## config.mk

```make
export PLATFORM = sky130hd
export DESIGN_NAME = if_fetch_stage_flat
export DESIGN_NICKNAME = d
export VERILOG_FILES = /design/src/rtl/mips_pkg.sv /design/src/rtl/if_fetch_stage_if.sv /design/src/rtl/if_id_reg.sv /design/src/rtl/if_fetch_stage.sv /design/src/flat_wrapper.sv
export SDC_FILE = /design/constraint.sdc
export NUM_CORES = 1
export LEC_CHECK = 0
export BUFFER_PORTS_ARGS = -buffer_cell sky130_fd_sc_hd__buf_2
export CAP_MARGIN = 20
export CORE_AREA = 4 4 106 108
export DETAILED_ROUTE_END_ITERATION = 10
export DIE_AREA = 0 0 110 112
export GPL_ROUTABILITY_DRIVEN = 0
export PLACE_DENSITY = 0.84
export SLEW_MARGIN = 15
export SYNTH_ARGS = -nofsm -noshare
export SYNTH_HDL_FRONTEND = slang
export SYNTH_SLANG_ARGS = --single-unit
```

## constraint.sdc

```tcl
create_clock -name clk -period 3.1 [get_ports clk]
set_clock_uncertainty 0.15 [all_clocks]
set_input_delay 0.155 -clock clk [delete_from_list [all_inputs] [get_ports clk]]
set_output_delay 0.155 -clock clk [all_outputs]
set_load 0.01 [all_outputs]
```

## src/rtl/mips_pkg.sv

```systemverilog
// Shared definitions for the MIPS pipeline: fetch FSM encoding, the word
// width and the special instruction encodings used by the fetch stage.
package mips_pkg;

    localparam int WORD_W = 32;

    localparam logic [WORD_W-1:0] RESET_PC_DEF   = 32'h0000_0000;
    localparam logic [WORD_W-1:0] NOP_INSTR_DEF  = 32'h0000_0000;
    localparam logic [WORD_W-1:0] HALT_INSTR_DEF = 32'hFFFF_FFFF;

    typedef enum logic [1:0] {
        ST_BOOT = 2'd0,
        ST_RUN  = 2'd1,
        ST_HALT = 2'd2
    } fetch_state_e;

    // Instruction addresses are always word aligned; drop the byte offset.
    function automatic logic [WORD_W-1:0] align_word(input logic [WORD_W-1:0] addr);
        return addr & ~32'h3;
    endfunction

endpackage

```

## src/rtl/if_fetch_stage_if.sv

```systemverilog
// Instruction-memory bus between the fetch stage (master) and the
// combinational instruction memory (slave).
interface if_fetch_stage_if;
    import mips_pkg::*;

    logic [WORD_W-1:0] imem_addr;   // word address
    logic [WORD_W-1:0] imem_instr;  // instruction returned for imem_addr

    modport master (output imem_addr, input imem_instr);
    modport slave  (input imem_addr, output imem_instr);

endinterface

```

## src/rtl/if_id_reg.sv

```systemverilog
// Pipeline register between two stages: holds on hold, loads a bubble
// (NOP, invalid) on flush, otherwise captures the incoming instruction.
module if_id_reg
    import mips_pkg::*;
#(
    parameter logic [WORD_W-1:0] NOP_INSTR = NOP_INSTR_DEF
) (
    input  logic              clk,
    input  logic              rst,
    input  logic              hold,
    input  logic              flush,
    input  logic [WORD_W-1:0] instr_p0,
    input  logic [WORD_W-1:0] pc4_p0,
    output logic [WORD_W-1:0] instr_p1,
    output logic [WORD_W-1:0] pc4_p1,
    output logic              vld_p1
);

    // Stage p0 -> p1: flush beats hold so a squashed slot never survives a stall
    always_ff @(posedge clk) begin
        if (rst || flush) begin
            instr_p1 <= NOP_INSTR;
            pc4_p1   <= '0;
            vld_p1   <= 1'b0;
        end else if (!hold) begin
            instr_p1 <= instr_p0;
            pc4_p1   <= pc4_p0;
            vld_p1   <= 1'b1;
        end
    end

endmodule

```

## src/rtl/if_fetch_stage.sv

```systemverilog
// Instruction-fetch stage: owns the PC, addresses the instruction memory
// and fills the IF/ID register. Controlled by stall, redirect and halt.
// Optional build macro IF_PERF_CNT_EN adds fetch/bubble counters.
module if_fetch_stage
    import mips_pkg::*;
#(
    parameter logic [WORD_W-1:0] RESET_PC   = RESET_PC_DEF,
    parameter int                MEM_AW     = 6,
    parameter logic [WORD_W-1:0] HALT_INSTR = HALT_INSTR_DEF,
    parameter logic [WORD_W-1:0] NOP_INSTR  = NOP_INSTR_DEF
) (
    input  logic              clk,
    input  logic              rst,
    input  logic              stall_i,
    input  logic              redirect_i,
    input  logic [WORD_W-1:0] redirect_pc_i,
    if_fetch_stage_if.master  imem,
    output logic [WORD_W-1:0] ifid_instr_o,
    output logic [WORD_W-1:0] ifid_pc4_o,
    output logic              ifid_valid_o,
    output logic [WORD_W-1:0] pc_o,
    output logic              halted_o
`ifdef IF_PERF_CNT_EN
    ,
    output logic [WORD_W-1:0] fetch_cnt_o,
    output logic [WORD_W-1:0] bubble_cnt_o
`endif
);

    fetch_state_e      state_q, state_d;
    logic [WORD_W-1:0] pc_q, pc_d;
    logic [WORD_W-1:0] pc4_p0;
    logic              hold, flush;

    assign pc4_p0         = pc_q + 32'd4;
    assign imem.imem_addr = {{(WORD_W-MEM_AW){1'b0}}, pc_q[MEM_AW+1:2]};
    assign pc_o           = pc_q;
    assign halted_o       = (state_q == ST_HALT);

    // State and PC registers
    always_ff @(posedge clk) begin
        if (rst) begin
            state_q <= ST_BOOT;
            pc_q    <= RESET_PC;
        end else begin
            state_q <= state_d;
            pc_q    <= pc_d;
        end
    end

    // Next state, next PC and IF/ID control; redirect > stall > fetch
    always_comb begin
        state_d = state_q;
        pc_d    = pc_q;
        hold    = 1'b0;
        flush   = 1'b0;
        case (state_q)
            ST_BOOT: begin
                hold    = 1'b1;
                state_d = ST_RUN;
            end
            ST_RUN: begin
                if (redirect_i) begin
                    pc_d  = align_word(redirect_pc_i);
                    flush = 1'b1;
                end else if (stall_i) begin
                    hold = 1'b1;
                end else begin
                    pc_d = pc4_p0;
                    if (imem.imem_instr == HALT_INSTR) begin
                        state_d = ST_HALT;
                    end
                end
            end
            ST_HALT: begin
                flush = 1'b1;
                if (redirect_i) begin
                    pc_d    = align_word(redirect_pc_i);
                    state_d = ST_RUN;
                end
            end
            default: begin
                hold    = 1'b1;
                state_d = ST_BOOT;
            end
        endcase
    end

    if_id_reg #(
        .NOP_INSTR (NOP_INSTR)
    ) u_if_id_reg (
        .clk      (clk),
        .rst      (rst),
        .hold     (hold),
        .flush    (flush),
        .instr_p0 (imem.imem_instr),
        .pc4_p0   (pc4_p0),
        .instr_p1 (ifid_instr_o),
        .pc4_p1   (ifid_pc4_o),
        .vld_p1   (ifid_valid_o)
    );

`ifdef IF_PERF_CNT_EN
    logic fetch_inc, bubble_inc;

    function automatic logic [WORD_W-1:0] sat_inc(input logic [WORD_W-1:0] v);
        return (v == '1) ? v : v + 32'd1;
    endfunction

    assign fetch_inc  = (state_q == ST_RUN) && !redirect_i && !stall_i;
    assign bubble_inc = ((state_q == ST_RUN) && (redirect_i || stall_i)) ||
                        ((state_q == ST_HALT) && redirect_i);

    // Saturating performance counters
    always_ff @(posedge clk) begin
        if (rst) begin
            fetch_cnt_o  <= '0;
            bubble_cnt_o <= '0;
        end else begin
            if (fetch_inc)  fetch_cnt_o  <= sat_inc(fetch_cnt_o);
            if (bubble_inc) bubble_cnt_o <= sat_inc(bubble_cnt_o);
        end
    end
`endif

endmodule

```

## src/flat_wrapper.sv

```systemverilog
// flat-port wrapper written by rule: the top's interface ports become plain ports
module if_fetch_stage_flat import mips_pkg::*;
#(
    parameter logic [WORD_W-1:0] RESET_PC   = RESET_PC_DEF,
    parameter int                MEM_AW     = 6,
    parameter logic [WORD_W-1:0] HALT_INSTR = HALT_INSTR_DEF,
    parameter logic [WORD_W-1:0] NOP_INSTR  = NOP_INSTR_DEF
)
  (clk, rst, stall_i, redirect_i, redirect_pc_i, ifid_instr_o, ifid_pc4_o, ifid_valid_o, pc_o, halted_o, imem_imem_addr, imem_imem_instr);
  if_fetch_stage_if imem_i ();
  input  logic clk;
  input  logic rst;
  input  logic stall_i;
  input  logic redirect_i;
  input  logic [WORD_W-1:0] redirect_pc_i;
  output logic [WORD_W-1:0] ifid_instr_o;
  output logic [WORD_W-1:0] ifid_pc4_o;
  output logic ifid_valid_o;
  output logic [WORD_W-1:0] pc_o;
  output logic halted_o;
  output wire logic [$bits(imem_i.imem_addr)-1:0] imem_imem_addr;
  input wire logic [$bits(imem_i.imem_instr)-1:0] imem_imem_instr;
  assign imem_imem_addr = imem_i.imem_addr;
  assign imem_i.imem_instr = imem_imem_instr;
  if_fetch_stage #(.RESET_PC(RESET_PC), .MEM_AW(MEM_AW), .HALT_INSTR(HALT_INSTR), .NOP_INSTR(NOP_INSTR)) u_core (.clk(clk), .rst(rst), .stall_i(stall_i), .redirect_i(redirect_i), .redirect_pc_i(redirect_pc_i), .imem(imem_i), .ifid_instr_o(ifid_instr_o), .ifid_pc4_o(ifid_pc4_o), .ifid_valid_o(ifid_valid_o), .pc_o(pc_o), .halted_o(halted_o));
endmodule
```

==> flow_summary.toml <==
[run_status]
status = "finished, final reports clean"

[sta]
hold_viol_final = 0
fmax_mhz = 390
fin_crit_ns = 2.56
finalSetupViolCount = 0
setup_slack_ns = 0.538
finalCritPeriodShare = 0.826
rsz0062_at_grt = "false"
finalSetupTns_ns = 0
max-slew-margin-rel = 0.376
slew_violations = 0
worst_pin_slew_ns = 0.936
fin_hold_ws_ns = 0.0114

[final_layout]
antenna_cells = 0
utilization = 0.626
fillers = 883
multi_input_area_mm2 = 0.00262
drive_above_1_share = 0.273
fin_area_mm2 = 0.00640
fin_nets = 869
seq_area_mm2 = 0.00190
area_growth_pct = 30.1

[die]
core_area_mm2 = 0.0102
initial_core_util = 0.481
io_pins = 198
die_x_um = 110
die_area_mm2 = 0.0123
die_h_um = 112
rows = 37

[placement]
dpl_cell_area_mm2 = 0.00569
dp_hpwl_mm = 10.5
port-buffer-count = 165
pre_cts_ws_ns = 0.583

[drt]
first_iter_violations = 475
drc = 0
drt-vias-per-instance = 5.49
firstDrtPassIters = 5
wl_per_cell_um = 16.7
via_count = 5142
routed_wl_mm = 15.6
drtAntennaViolNets = 0

[yosys]
synth.ff_latch_count = 95
synth.top_cell.area_share = 0.386
avgSynthCellArea_um2 = 8.15
synthTopCellsByCount = "dfxtp_1, nand2_1, a21oi_1"
ys_top_cells_by_area = "dfxtp_1, nand2_1, a21oi_1, buf_4, nor2_1"
synth.most_common_cell = "dfxtp_1"
async_flop_share = 0
yosysWarningCount = 0
synth_ff_type = "dfxtp_1"
syn_area_mm2 = 0.00492
syn_inst = 604
synth_edf_count = 0
synth_top_area_cell = "dfxtp_1"
synth_seq_area_share = 0.386
synth_cell_types = 57

[cts]
numCtsBuffers = 9
h-tree-depth = 3
cts_tree = "yes"
path_clk_slew_ns = 0.10
clock-root-buffer = "clkbuf_8"
cts_buffer_depth = 2
cts_setup_buffers = 0
cts_num_sinks = 95
clk_latency_ns = 0.38

[worst_setup_path]
crit_type = "reg2reg"
endpoint_kind = "flop"
worst-path-max-fanout = 15
reg2reg_slack_ns = 0.54
crit_path_start_kind = "flop"
crit_arrival_ns = 2.71
cp.required_ns = 3.25

[global_route]
busiest_layer = "met2"
grt_max_degree = 35
overflow = 0
use_met3 = 0.0539
grt_pass1_wl_mm = 24.3
track_usage = 0.249
grt_pass1_vias = 4861
grtUsageMet1 = 0.309
use_met2 = 0.411
antenna_found_initial = 0

[power_and_ir_drop]
power.density_mw_per_mm2 = 966
p_leak_nw = 2.80
ir_drop_mv = 0.508

[flow_run]
maxCapViolCount = 0

[min_path]
hp-class = "in2reg"
-- through the flow --
stage                     power, mW  cells
after floorplan                4.13    633
after global placement         5.14    871
after detailed placement       5.21    871
after CTS                      6.14    937
after global routing           6.64    937
final                          6.18    937
-- state kept, by name, summed over array words and instances, names as in the netlist --
signal                       flops
u_core.pc_o                     30
u_core.state_q                   2
u_core.u_if_id_reg.instr_p1     32
u_core.u_if_id_reg.pc4_p1       30
u_core.u_if_id_reg.vld_p1        1
-- placed cells by master, fill, tap and decap left out, types with 16 or more instances in the layout --
master and instances:
a21oi_1 60, buf_4 16, a211oi_1 26, dfxtp_1 95, nand4_1 17, dlygate4sd3_1 50
nand2_1 90, o21ai_0 21, buf_2 165, nor2_1 56, xnor2_1 20, conb_1 30
-- final timing paths --
path,start,end,depth (start not counted)
worst min register to register,u_core.u_if_id_reg.instr_p1[3]$_SDFFE_PP0N_,u_core.u_if_id_reg.instr_p1[3]$_SDFFE_PP0N_,2
worst max register to register,u_core.pc_o[10]$_SDFFE_PP0P_,u_core.pc_o[28]$_SDFFE_PP0P_,5
worst max-delay path,u_core.pc_o[10]$_SDFFE_PP0P_,u_core.pc_o[28]$_SDFFE_PP0P_,5
worst min-delay path,redirect_pc_i[6],u_core.pc_o[6]$_SDFFE_PP0P_,4
-- report_power, final --
group / switching, mW / total [mW] / internal (mW)
Combinational: 1.93 / 3.10 / 1.17
Clock: 0.497 / 0.890 / 0.393
Sequential: 0.448 / 2.20 / 1.75
-- area by class of cell --
cell class / instances / area share
repair buffers: 231 / 0.226
well taps: 136 / 0.0266
inverters: 14 / 0.00821
flip-flops and latches: 95 / 0.297
clock inverters: 7 / 0.0137
clock buffers: 9 / 0.0194
multi-input cells: 445 / 0.409
-- critical path, cell delays in order, from the launching register on --
cell and delay [ns]:
dfxtp_1 0.46, and4_1 0.25, or3b_1 0.73, o41ai_1 0.57, a21oi_1 0.18, nor4_2 0.14
-- repair_timing --
item / in CTS / in global routing
hold buffers: 50 / 0
endpoints found under the hold margin: 50 / 0
resized for setup: 0 / 0
-- per-layer routing --
layer	vias to the layer above	wire length [µm]
met2	280	7620
li1	2457	-
met3	46	1330
met5	-	0
met1	2359	6200
met4	0	477
-- cells by family after synthesis --
kind of cell | share of synthesized area
AOI/OAI and AO/OA | 0.205
xor gates and xnor gates | 0.0481
adders and majority gates | 0.0127
buffers and inverters | 0.105
DFF | 0.386
muxes | 0.00407
other | 0.000762
and+or+nand+nor | 0.238
Note: power is estimated with default switching activity, not from simulation.
